==> src/rtl/ofdm_tx_pkg.sv <==
// rtl/ofdm_tx_pkg.sv - shared state encoding, defaults and counter sizing for the OFDM TX scheduler
package ofdm_tx_pkg;

   typedef enum logic [1:0] {
      ST_IDLE = 2'd0,
      ST_PRE  = 2'd1,
      ST_GAP  = 2'd2,
      ST_DATA = 2'd3
   } sched_state_e;

   localparam int SYM_LEN_DEF = 192;
   localparam int GAP_CYC_DEF = 2;

   function automatic int cnt_w(input int n);
      return $clog2(n + 1);
   endfunction

endpackage

==> src/rtl/ofdm_sched_ostage.sv <==
// rtl/ofdm_sched_ostage.sv - registered master output stage; holds word and strobe until acknowledged
module ofdm_sched_ostage (
   input  logic        clk_i,
   input  logic        rst_i,
   input  logic        load_i,
   input  logic [31:0] dat_i,
   input  logic        ack_i,
   output logic [31:0] dat_o,
   output logic        stb_o
);

   logic [31:0] dat_q, dat_d;
   logic        stb_q, stb_d;

   always_comb begin
      dat_d = dat_q;
      stb_d = stb_q;
      if (load_i) begin
         dat_d = dat_i;
         stb_d = 1'b1;
      end else if (ack_i) begin
         stb_d = 1'b0;
      end
   end

   always_ff @(posedge clk_i or posedge rst_i) begin
      if (rst_i) begin
         dat_q <= 32'd0;
         stb_q <= 1'b0;
      end else begin
         dat_q <= dat_d;
         stb_q <= stb_d;
      end
   end

   assign dat_o = dat_q;
   assign stb_o = stb_q;

endmodule

==> src/rtl/ofdm_sym_sched.sv <==
// rtl/ofdm_sym_sched.sv - OFDM frame scheduler: preamble symbol, then FRM_NSYM data symbols separated by gaps.
// Optional OFDM_SCHED_UNDERRUN_EN adds the UNDERRUN_CNT data-starvation counter.
module ofdm_sym_sched
   import ofdm_tx_pkg::*;
#(
   parameter int SYM_LEN = SYM_LEN_DEF,
   parameter int GAP_CYC = GAP_CYC_DEF
) (
   input  logic        CLK_I,
   input  logic        RST_I,
   input  logic [31:0] P_DAT_I,
   input  logic        P_CYC_I,
   input  logic        P_STB_I,
   input  logic        P_WE_I,
   output logic        P_ACK_O,
   input  logic [31:0] D_DAT_I,
   input  logic        D_CYC_I,
   input  logic        D_STB_I,
   input  logic        D_WE_I,
   output logic        D_ACK_O,
   output logic [31:0] DAT_O,
   output logic        CYC_O,
   output logic        STB_O,
   output logic        WE_O,
   input  logic        ACK_I,
`ifdef OFDM_SCHED_UNDERRUN_EN
   output logic [15:0] UNDERRUN_CNT,
`endif
   input  logic [7:0]  FRM_NSYM,
   input  logic        FRM_START,
   output logic        BUSY,
   output logic        FRM_DONE
);

   localparam int          CW       = cnt_w(SYM_LEN);
   localparam logic [CW:0] LEN_W    = (CW + 1)'(SYM_LEN);
   localparam logic [CW-1:0] LAST_W = CW'(SYM_LEN - 1);
   localparam logic [3:0]  GAP_LAST = 4'(GAP_CYC - 1);

   sched_state_e  state_q, state_d;
   logic [CW-1:0] cnt_q, cnt_d;
   logic [3:0]    gap_q, gap_d;
   logic [7:0]    nsym_q, nsym_d;
   logic          cyc_q, cyc_d;
   logic          done_q, done_d;

   logic sel_p, sel_d, ready, room, load, xfer, sym_end;
   logic [31:0] src_dat;

   assign sel_p   = (state_q == ST_PRE);
   assign sel_d   = (state_q == ST_DATA);
   assign ready   = ~STB_O | ACK_I;
   // The word sitting in the output stage already counts against the symbol length.
   assign room    = ({1'b0, cnt_q} + {{CW{1'b0}}, STB_O}) < LEN_W;
   assign P_ACK_O = sel_p & P_CYC_I & P_STB_I & P_WE_I & ready & room;
   assign D_ACK_O = sel_d & D_CYC_I & D_STB_I & D_WE_I & ready & room;
   assign load    = P_ACK_O | D_ACK_O;
   assign src_dat = sel_d ? D_DAT_I : P_DAT_I;
   assign xfer    = STB_O & ACK_I;
   assign sym_end = xfer & (cnt_q == LAST_W);

   always_comb begin
      state_d = state_q;
      cnt_d   = cnt_q;
      gap_d   = gap_q;
      nsym_d  = nsym_q;
      done_d  = 1'b0;
      case (state_q)
         ST_IDLE: begin
            if (FRM_START) begin
               state_d = ST_PRE;
               nsym_d  = FRM_NSYM;
               cnt_d   = '0;
            end
         end
         ST_PRE, ST_DATA: begin
            if (xfer) cnt_d = cnt_q + CW'(1);
            if (sym_end) begin
               cnt_d   = '0;
               gap_d   = 4'd0;
               state_d = ST_GAP;
               if (state_q == ST_DATA) nsym_d = nsym_q - 8'd1;
            end
         end
         ST_GAP: begin
            gap_d = gap_q + 4'd1;
            if (gap_q == GAP_LAST) begin
               gap_d = 4'd0;
               if (nsym_q != 8'd0) begin
                  state_d = ST_DATA;
               end else begin
                  state_d = ST_IDLE;
                  done_d  = 1'b1;
               end
            end
         end
         default: state_d = ST_IDLE;
      endcase
      // CYC_O rises the cycle after a symbol state is entered and drops on its last transfer.
      cyc_d = ((state_d == ST_PRE) || (state_d == ST_DATA)) && (state_d == state_q);
   end

   always_ff @(posedge CLK_I or posedge RST_I) begin
      if (RST_I) begin
         state_q <= ST_IDLE;
         cnt_q   <= '0;
         gap_q   <= 4'd0;
         nsym_q  <= 8'd0;
         cyc_q   <= 1'b0;
         done_q  <= 1'b0;
      end else begin
         state_q <= state_d;
         cnt_q   <= cnt_d;
         gap_q   <= gap_d;
         nsym_q  <= nsym_d;
         cyc_q   <= cyc_d;
         done_q  <= done_d;
      end
   end

   ofdm_sched_ostage u_ostage (
      .clk_i  (CLK_I),
      .rst_i  (RST_I),
      .load_i (load),
      .dat_i  (src_dat),
      .ack_i  (ACK_I),
      .dat_o  (DAT_O),
      .stb_o  (STB_O)
   );

   assign WE_O     = STB_O;
   assign CYC_O    = cyc_q;
   assign BUSY     = (state_q != ST_IDLE);
   assign FRM_DONE = done_q;

`ifdef OFDM_SCHED_UNDERRUN_EN
   logic [15:0] urun_q, urun_d;

   always_comb begin
      urun_d = urun_q;
      if (sel_d && ready && !D_STB_I && (urun_q != 16'hFFFF)) urun_d = urun_q + 16'd1;
   end

   always_ff @(posedge CLK_I or posedge RST_I) begin
      if (RST_I) urun_q <= 16'd0;
      else       urun_q <= urun_d;
   end

   assign UNDERRUN_CNT = urun_q;
`endif

endmodule

==> config.mk <==
export PLATFORM = sky130hd
export DESIGN_NAME = ofdm_sym_sched
export DESIGN_NICKNAME = d
export VERILOG_FILES = /design/src/rtl/ofdm_tx_pkg.sv /design/src/rtl/ofdm_sched_ostage.sv /design/src/rtl/ofdm_sym_sched.sv
export SDC_FILE = /design/constraint.sdc
export NUM_CORES = 1
export LEC_CHECK = 0
export CELL_PAD_IN_SITES_DETAIL_PLACEMENT = 1
export CELL_PAD_IN_SITES_GLOBAL_PLACEMENT = 1
export CORE_UTILIZATION = 31
export CTS_BUF_LIST = sky130_fd_sc_hd__clkbuf_2 sky130_fd_sc_hd__clkbuf_4 sky130_fd_sc_hd__clkbuf_8
export DETAILED_ROUTE_END_ITERATION = 8
export PLACE_DENSITY_LB_ADDON = 0.1
export SLEW_MARGIN = 25
export SYNTH_ARGS = -nofsm -noshare
export SYNTH_HDL_FRONTEND = slang
export SYNTH_SLANG_ARGS = --single-unit
export TNS_END_PERCENT = 100
==> constraint.sdc <==
create_clock -name CLK_I -period 1.79 [get_ports CLK_I]
set_input_delay 0.358 -clock CLK_I [delete_from_list [all_inputs] [get_ports CLK_I]]
set_output_delay 0.358 -clock CLK_I [all_outputs]
set_load 0.03 [all_outputs]
# --- Word-level counts from Yosys, hierarchy flattened ---
# Cells that the tools add are included.
# Widths: inputs -> output; s select.
op_classes:
  n_addsub: 4
  magnitude_cmp: 1
  mux: 22
  bitwise: 15
  n_reduce_logical: 12
  n_eq_ne: 12
op_table:
  columns: ["op", "count"]
  rows:
  - ["$mux 8", 6]
  - ["$mux 32", 1]
  - ["$pmux 8 s2", 2]
  - ["$and 1x1->1", 12]
  - ["$add 8x1->9", 1]
  - ["$lt 9x8->1 const B", 1]
  - ["$add 8x1->8 const B", 1]
  - ["$eq 8x8->1 const B", 1]
  - ["$mux 2", 4]
  - ["$mux 4", 2]
  - ["$pmux 4 s2", 1]
  - ["$reduce_bool 2->1", 4]
  - ["$reduce_bool 8->1", 1]
  - ["$sub 8x1->8 const B", 1]
  - ["$eq 2x2->1 const B", 3]
  - ["$ne 2x2->1 const B", 3]
  - ["$pmux 2 s3", 1]
  - ["$mux 1", 5]
  - ["$add 4x1->4 const B", 1]
  - ["$eq 2x1->1 const B", 2]
  - ["$eq 4x1->1 const B", 1]
  - ["$reduce_and 4->1", 1]
  - ["$ne 3x3->1 const B", 1]
  - ["$reduce_and 3->1", 1]
  - ["8 further kinds", 9]
totals:
  in_bits: 82
  out_inout_bits: 39
  regBits: 57
  elab_cells: 74

# --- Depth between registers and ports, before layout ---
# Gate-level depths: netlist of the first run.
logic_depth:
  ltp_word: 8
  ltp_mapped: 6
  depth_no_buf: 6

# --- Modules after synthesis ---
# A second synthesis of the first run with hierarchy kept.
unflattened:
  hier_cells: 275
  hier_area_um2: 3196.8
by_module_without_submodules:
  columns: ["mod", "area_each_um2", "cells_each", "instances", "seq_area_each_um2"]
  rows:
  - ["ofdm_sym_sched", 1815.5, 203, 1, 600.6]
  - ["ofdm_sched_ostage", 1381.3, 72, 1, 825.8]

# --- Worst setup path after synthesis of the first run ---
# Ideal clock, no wire load.
synth_timing:
  path_type: "reg-to-reg"
  startpoint: "reg u_ostage.stb_q (netlist: u_ostage.stb_o)"
  endpoint: "reg u_ostage.dat_q[18] (netlist: u_ostage.dat_o[18])"
  path_stages_with_launch: 6
  arrival_time_ns: 1.853
  slack_ns: -0.187
  setup_time_ns: 0.125
  t_required_ns: 1.665
  synth_period_minus_slack_ns: 1.977
  path_buffers: 1
  cell_sequence: "dfrtp_1 > and2_1 > and2_1 > a221oi_4 > buf_6 > mux2_2"
synth_via:
  elab_chain_len: 5
  elab_cells_between_ends: 9
  cone_classes: "add/sub: 1; order compare: 1; bitwise: 7"
synth_rtl:
  columns: ["element", "line_no", "source"]
  rows:
  - ["from (decl)", "ofdm_sched_ostage.sv:13", "logic stb_q, stb_d;"]
  - ["from (signal assigned)", "ofdm_sched_ostage.sv:32", "stb_q <= stb_d;"]
  - ["parallel branches: the longest is 4 deep, another holds $add 8x1->9", null, null]
  - ["$or 1x1->1 (*)", "ofdm_sym_sched.sv:57", "assign load = P_ACK_O | D_ACK_O;"]
  - ["to (signal assigned)", "ofdm_sched_ostage.sv:31", "dat_q <= dat_d;"]
  - ["to (decl)", "ofdm_sched_ostage.sv:12", "logic [31:0] dat_q, dat_d;"]
# Mark *: on every way between the ends.
# A chain may end at the register's enable or synchronous reset.

# --- Worst setup path in the final report of the first run ---
layout_timing:
  startpoint: "reg u_ostage.stb_q (netlist: u_ostage.stb_o)"
  endpoint: "out P_ACK_O"
layout_via:
  elab_chain_len: 4
  elab_cells_between_ends: 6
  cone_classes: "add/sub: 1; order compare: 1; bitwise: 4"
layout_rtl:
  columns: ["element", "line_no", "source"]
  rows:
  - ["parallel branches: the longest is 3 deep, another holds $add 8x1->9", null, null]
  - ["$and 1x1->1 (*)", "ofdm_sym_sched.sv:55", "assign P_ACK_O = sel_p & P_CYC_I & P_STB_I & P_WE_I & ready & room;"]
  - ["to (decl)", "ofdm_sym_sched.sv:15", "output logic P_ACK_O,"]
# Marks and branches as above.

==> reports/metrics.csv, run 1 <==
metric,value,unit
status,"finished, violations left",
violations,setup timing,
finalWirelength,9373,um
drc,0,
layout_worst_path_cycle_share,114.5,%
power_density,883.5,nW/um^2
nets,519,
irDropWorstVdd,0.4785,mV
syn2layout_area_growth,72.01,%
cap_violations,0,
fin_cells,570,
worstPathRequired,1.43,ns
ios,121,
max_freq,487.8,MHz
antenna_found_initial,0,
rsz0062_at_grt,true,
io_buffers,120,
grt_pass1_wl,14960,um
ys_seq_area_share,46.30,%
coreArea,9684,sq um
rrSetupSlack,-0.18,ns
drt_iter0_drc,41,
antenna-diode-count,0,
grt_overflow,0,
die_w,101.7,um
grt_pass1_vias,3070,
worstSkewPairLatency,0.33,ns
critPathLaunch,u_ostage.stb_o$_DFFE_PP0P_,
cp_max_fo,4,
grt_max_degree,58,
cts_sinks,57,
synth_cell_types,38,
start_util,31.81,%
async_flop_share,100.0,%
finalClockSkew,0.007323,ns
hold_ws,0.4530,ns
cp.arrival,1.69,ns
dp.cells,541,
ant_nets,0,
syn_area,3080,sq um
synth_nets,356,
dr_total_vias,2738,
clk_pin_slew,0.07,ns
critical_path_class,flop to output pin,
gp_congestion,0.7581,
start_kind,flop,
timing_hold_violations_final,0,
worstMarginPinSlew,0.4328,ns
fill_cells,1038,
leakage,2.366,nW
routed_via_density,4.804,
cts_root_buf,clkbuf_8,
avgSynthCellArea,11.45,sq um
cts_tree,done,
track_usage,19.13,%
drive_gt1_share,34.78,%
postCtsHoldBufs,0,
rows,36,
setup_ws,-0.2601,ns
cts-buffers-inserted,9,
min_period,2.050,ns
min_path_type,primary input to asynchronous set/reset pin,
cp-end-kind,output pin,
htreeDepth,3,
yosysWarnings,0,
wl_per_cell,16.44,um
r2r-start,u_ostage.stb_o$_DFFE_PP0P_,
syn_inst,269,
firstDrtPassIters,4,
dieArea,10340,sq um
synth_flop_cell,dfrtp_1,
max_slew_margin,70.92,%
hpwl,6304,um
synth-edff-count,0,
setup_viol_count_final,34,
cts_max_path_buffers,2,
slew_viol_final,0,
die_y,101.7,um
synth_seq_cells,57,
==> cell usage in the layout, fill, tap and decap left out, types with 3 or more instances in the layout <==
| master | n |
|---|---|
| and2_4 | 3 |
| buf_4 | 37 |
| nor2_1 | 11 |
| nand3_1 | 8 |
| mux2i_1 | 4 |
| nor2b_1 | 6 |
| nand2_1 | 9 |
| dlymetal6s2s_1 | 9 |
| inv_1 | 6 |
| and3_1 | 3 |
| clkdlybuf4s50_1 | 105 |
| a31oi_1 | 7 |
| clkbuf_8 | 12 |
| buf_6 | 6 |
| nor3_1 | 3 |
| nand2b_1 | 3 |
| nand4_1 | 4 |
| a2bb2oi_1 | 3 |
| ha_1 | 5 |
| buf_12 | 4 |
| bufinv_16 | 3 |
| mux2_4 | 31 |
| dfrtp_1 | 55 |
| o22a_1 | 8 |
| dlygate4sd2_1 | 3 |
| mux2_2 | 32 |
| o21ai_0 | 13 |
| a21oi_1 | 8 |
==> what timing repair did <==
item	CTS	global route
pin swaps	6	6
resized for setup	46	27
endpoints found under the setup margin	46	55
setup buffers	7	2
cloned	3	1
endpoints found under the hold margin	0	0
==> metal layers <==
layer / track usage [%] / routed length [um]
met1: 22.49 / 4010
met2: 33.06 / 4671
met3: 6.349 / 629
met4: 5.686 / 62
met5: 0 / 0
==> critical path, stage by stage, from the launching register on <==
cell and delay [ns]:
dfrtp_2 0.43, and2_4 0.15, and2_4 0.16, buf_6 0.11, a21o_1 0.19, nor2_1 0.15, buf_4 0.18
==> stage by stage <==
| stage | total power [W] | worst slack, ns | util, % | TNS, ns | area (sq um) |
|---|---|---|---|---|---|
| 6_report | 0.004682 | -0.2601 | 54.72 | -5.469 | 5299 |
| 5_1_grt | 0.004894 | -0.3333 | 54.72 | -7.140 | 5299 |
| 4_1_cts | 0.004734 | -0.2119 | 53.50 | -3.711 | 5181 |
| 3_5_place_dp | 0.002974 | -0.4720 | 48.13 | -19.20 | 4661 |
| 3_3_place_gp | 0.002944 | -0.4409 | 48.13 | -18.47 | 4661 |
| 2_1_floorplan | 0.002292 | -0.08163 | - | -2.246 | 3097 |
==> registers in the layout, indices dropped and copies added (netlist names) <==
signal and cells:
FRM_DONE 1, state_q 2, CYC_O 1, nsym_q 8, u_ostage.stb_o 1, gap_q 4
cnt_q 8, u_ostage.dat_o 32
==> kinds of logic (layout without fill, tap and decap cells) <==
family / Yosys count / count (layout) / synth area share [%]
adders and majority gates: 5 / 5 / 2.031
buffers and inverters: 23 / 191 / 3.818
muxes: 67 / 67 / 24.33
and+or+nand+nor: 66 / 66 / 11.94
AOI/OAI and AO/OA: 51 / 51 / 11.58
DFF: 57 / 57 / 46.30
==> power breakdown <==
group	leakage [nW]	switching, W	internal (W)	total (W)
combinational	1.57	0.000673	0.000811	0.00148
sequential	0.671	0.000126	0.00149	0.00161
clock	0.129	0.000546	0.00104	0.00159
total	2.37	0.00134	0.00334	0.00468
==> Yosys cell counts, drive strengths merged (3+ instances only) <==
master,instances,area (sq um)
a21oi,8,40.04
a2bb2oi,3,26.28
a31oi,7,43.79
and2,5,31.28
and3,5,31.28
buf,6,53.79
clkbuf,10,37.54
dfrtp,57,1426
ha,5,62.56
inv,7,26.28
mux2,63,709.4
mux2i,4,40.04
nand2,9,33.78
nand2b,3,18.77
nand3,8,40.04
nand4,5,46.29
nor2,13,48.80
nor2b,6,37.54
nor3,4,20.02
o21ai,14,70.07
o22a,8,70.07
or2,3,18.77
==> cell type report <==
| class | count | area [sq um] | share of cell area, % |
|---|---|---|---|
| Sequential cell | 57 | 1429 | 26.97 |
| Clock buffer | 12 | 165.2 | 3.117 |
| Clock inverter | 4 | 97.59 | 1.842 |
| Timing Repair Buffer | 168 | 1710 | 32.28 |
| Tap cell | 133 | 166.4 | 3.141 |
| Multi-Input combinational cell | 189 | 1700 | 32.09 |
| Inverter | 7 | 30.03 | 0.5667 |
==> path summary, 6_finish.rpt <==
check | depth (start not counted) | endpoint
max in group asynchronous | 3 | state_q[0]$_DFF_PP0_
min | 3 | u_ostage.dat_o[11]$_DFFE_PP0P_
max reg2reg | 7 | u_ostage.dat_o[16]$_DFFE_PP0P_
min reg2reg | 1 | u_ostage.dat_o[27]$_DFFE_PP0P_
min in group CLK_I | 1 | u_ostage.dat_o[27]$_DFFE_PP0P_
max | 6 | P_ACK_O
Note: power is estimated with default switching activity, not from simulation.
==> run 2: changes to the inputs <==
--- a/config.mk
+++ b/config.mk
@@ -7,6 +7,7 @@
 export LEC_CHECK = 0
 export CELL_PAD_IN_SITES_DETAIL_PLACEMENT = 1
 export CELL_PAD_IN_SITES_GLOBAL_PLACEMENT = 1
+export CORE_MARGIN = 3
 export CORE_UTILIZATION = 31
 export CTS_BUF_LIST = sky130_fd_sc_hd__clkbuf_2 sky130_fd_sc_hd__clkbuf_4 sky130_fd_sc_hd__clkbuf_8
 export DETAILED_ROUTE_END_ITERATION = 8
==> run 2 against run 1 <==
Against the previous run:
- the run still ends with setup timing left
- register-to-register slack about the same
- core utilization increased by 1.0 points
- cell count unchanged
- largest power group unchanged
- highest routed layer unchanged
==> reports/metrics.csv, run 2 (synthesized netlist as in run 1, its figures left out) <==
metric,value,unit,change
grt_max_degree,58,,unchanged
drc,0,,unchanged
met1_usage,22.18,%,-0.31 points
max_freq,490.5,MHz,+0.56%
violations,setup timing,,
place_area,4651,sq um,-0.21%
gp_congestion,0.7264,,-4.2%
r2r-start,u_ostage.stb_o$_DFFE_PP0P_,,
layout_worst_path_cycle_share,113.9,%,-0.64 points
cts_root_buf,clkbuf_8,,
max_slew_margin,73.20,%,+2.3 points
routed_via_density,4.912,,+2.3%
grt_pass1_vias,3209,,+4.5%
track_usage,19.44,%,+0.31 points
path_common_cell,and2_4,,
cp.arrival,1.68,ns,about the same
drive_gt1_share,35.15,%,+0.36 points
postCtsHoldBufs,0,,unchanged
use_met2,33.70,%,+0.64 points
antenna_found_initial,0,,unchanged
worstMarginPinSlew,0.3989,ns,-0.03392 ns
firstDrtPassIters,4,,unchanged
switching_power,0.001355,W,+0.82%
htreeDepth,3,,unchanged
setup_viol_count_final,34,,unchanged
rsz0062_at_grt,true,,
pwr-share-comb,33.3,%,+1.6 points
cp_slowest_cell,dfrtp_2,,
die_w,105.7,um,+3.9%
clk_pin_slew,0.07,ns,about the same
worstReg2RegEnd,u_ostage.dat_o[1]$_DFFE_PP0P_,,
timing_hold_violations_final,0,,unchanged
dr_total_vias,2800,,+2.3%
largest_reg_flops,32,,unchanged
power_density,844.2,nW/um^2,-4.5%
leakage,2.419,nW,+2.3%
layout_common_cells,"clkdlybuf4s50_1, dfrtp_1, buf_4, mux2_2, mux2_4",,
sw_frac_of_total,30.45,%,+1.7 points
min_period,2.039,ns,-0.01141 ns
reg2reg_depth,7,,unchanged
cap_violations,0,,unchanged
internal-power,0.003096,W,-7.2%
final_area,5274,sq um,-0.47%
dp.cells,538,,-0.55%
pwr-share-clk,30.5,%,-3.4 points
die_y,105.7,um,+3.9%
top_usage_layer,met2,,
cts-buffers-inserted,9,,unchanged
grt_pass1_wl,16910,um,+13%
status,"finished, violations left",,
cp-end-kind,output pin,,
start_kind,flop,,
start_util,32.57,%,+0.76 points
coreArea,9459,sq um,-2.3%
slew_viol_final,0,,unchanged
setup_ws,-0.2487,ns,+0.01141 ns
p_seq_share,36.1,%,+1.7 points
syn2layout_area_growth,71.20,%,
drt_iter0_drc,85,,+110%
cts_tree,done,,
final_common_cell,clkdlybuf4s50_1,,
finalWirelength,10290,um,+9.7%
grt_overflow,0,,unchanged
ant_nets,0,,unchanged
wl_per_cell,18.04,um,+9.7%
grtUsageMet3,6.185,%,-0.16 points
crit_chain,and2_4 -> and2_4 -> buf_6 -> a21o_1 -> nor2_1 -> buf_4,,
rows,35,,-2.8%
worstSkewPairLatency,0.35,ns,+0.02 ns
cts_sinks,57,,unchanged
cp_max_fo,4,,unchanged
hpwl,6830,um,+8.4%
rrSetupSlack,-0.18,ns,about the same
finalClockSkew,0.01123,ns,+0.003905 ns
io_buffers,120,,unchanged
slowest_delay,0.43,ns,about the same
nets,523,,+0.77%
cts_max_path_buffers,2,,unchanged
irDropWorstVdd,0.3851,mV,-20%
fin_cells,570,,unchanged
worstPathRequired,1.43,ns,about the same
dieArea,11170,sq um,+8.0%
ios,121,,unchanged
critical_path_class,flop to output pin,,
antenna-diode-count,0,,unchanged
fill_cells,1035,,-0.29%
min_path_type,primary input to asynchronous set/reset pin,,
run 2: cell count changes in the layout (fill, tap and decap cells not counted), sizes merged:
cell	previous run	this run
dlygate4sd2	3	0
clkinvlp	2	3
buf	50	54
clkdlybuf4s50	105	101
bufinv	3	2
bufbuf	0	1
dlymetal6s2s	9	14
clkinv	0	1
run 2: worst max-delay path, delay by kind of cell (launching register included):
| family | cells | cell delay, ns |
|---|---|---|
| buf+inv | 2 | 0.30 |
| simple gates | 3 | 0.44 |
| flops | 1 | 0.43 |
| compound gates | 1 | 0.18 |
run 2: per-stage QoR:
step	hold slack (ns)	util, %	worst slack (ns)	total power, W	setup TNS (ns)
5_1_grt	0.4483	55.75	-0.3188	0.004674	-8.243
2_1_floorplan	0.4448	-	-0.08163	0.002292	-2.246
6_report	0.4332	55.75	-0.2487	0.004452	-4.877
3_5_place_dp	0.4770	49.17	-0.5214	0.002977	-20.59
4_1_cts	0.4433	55.73	-0.2609	0.004503	-6.408
3_3_place_gp	0.4680	49.17	-0.4964	0.002944	-19.75
run 2: how the worst max path moves through the flow:
stage,startpoint,endpoint,slack (ns),depth (start not counted)
2_1_floorplan,cnt_q[4]$_DFFE_PP0P_,u_ostage.dat_o[18]$_DFFE_PP0P_,-0.08,6
5_1_grt,u_ostage.stb_o$_DFFE_PP0P_,P_ACK_O,-0.32,6
3_3_place_gp,P_WE_I,u_ostage.dat_o[4]$_DFFE_PP0P_,-0.50,6
3_5_place_dp,P_WE_I,u_ostage.dat_o[2]$_DFFE_PP0P_,-0.52,6
4_1_cts,u_ostage.stb_o$_DFFE_PP0P_,P_ACK_O,-0.26,6
6_report,u_ostage.stb_o$_DFFE_PP0P_,P_ACK_O,-0.25,6
run 2: layer usage:
layer / wire length, um / share of wire, %
met3: 697 / 6.8
met2: 5276 / 51
met5: 0 / 0
met1: 4086 / 40
met4: 225 / 2.2
run 2: area by class of cell:
type / count / area [sq um] / share of cell area [%]
inverters: 7 / 30.03 / 0.5694
clock buffers: 11 / 138.9 / 2.633
repair buffers: 172 / 1745 / 33.10
multi-input cells: 189 / 1689 / 32.03
clock inverters: 5 / 80.08 / 1.518
well taps: 129 / 161.4 / 3.061
flip-flops and latches: 57 / 1429 / 27.09
run 2: what timing repair did:
item	in CTS	in global routing
pin swaps	4	5
endpoints found under the setup margin	39	65
resized for setup	51	33
gates cloned	5	0
endpoints found under the hold margin	0	0
buffers inserted	11	6
run 2: power by group through the flow:
| stage | clock network [W] | registers, W | logic (W) |
|---|---|---|---|
| 5_1_grt | 0.00146 | 0.00164 | 0.00158 |
| 3_5_place_dp | 0 | 0.00162 | 0.00136 |
| 3_3_place_gp | 0 | 0.00161 | 0.00133 |
| 6_report | 0.00136 | 0.00161 | 0.00148 |
| 2_1_floorplan | 0 | 0.00193 | 0.000362 |
| 4_1_cts | 0.00139 | 0.00161 | 0.00151 |
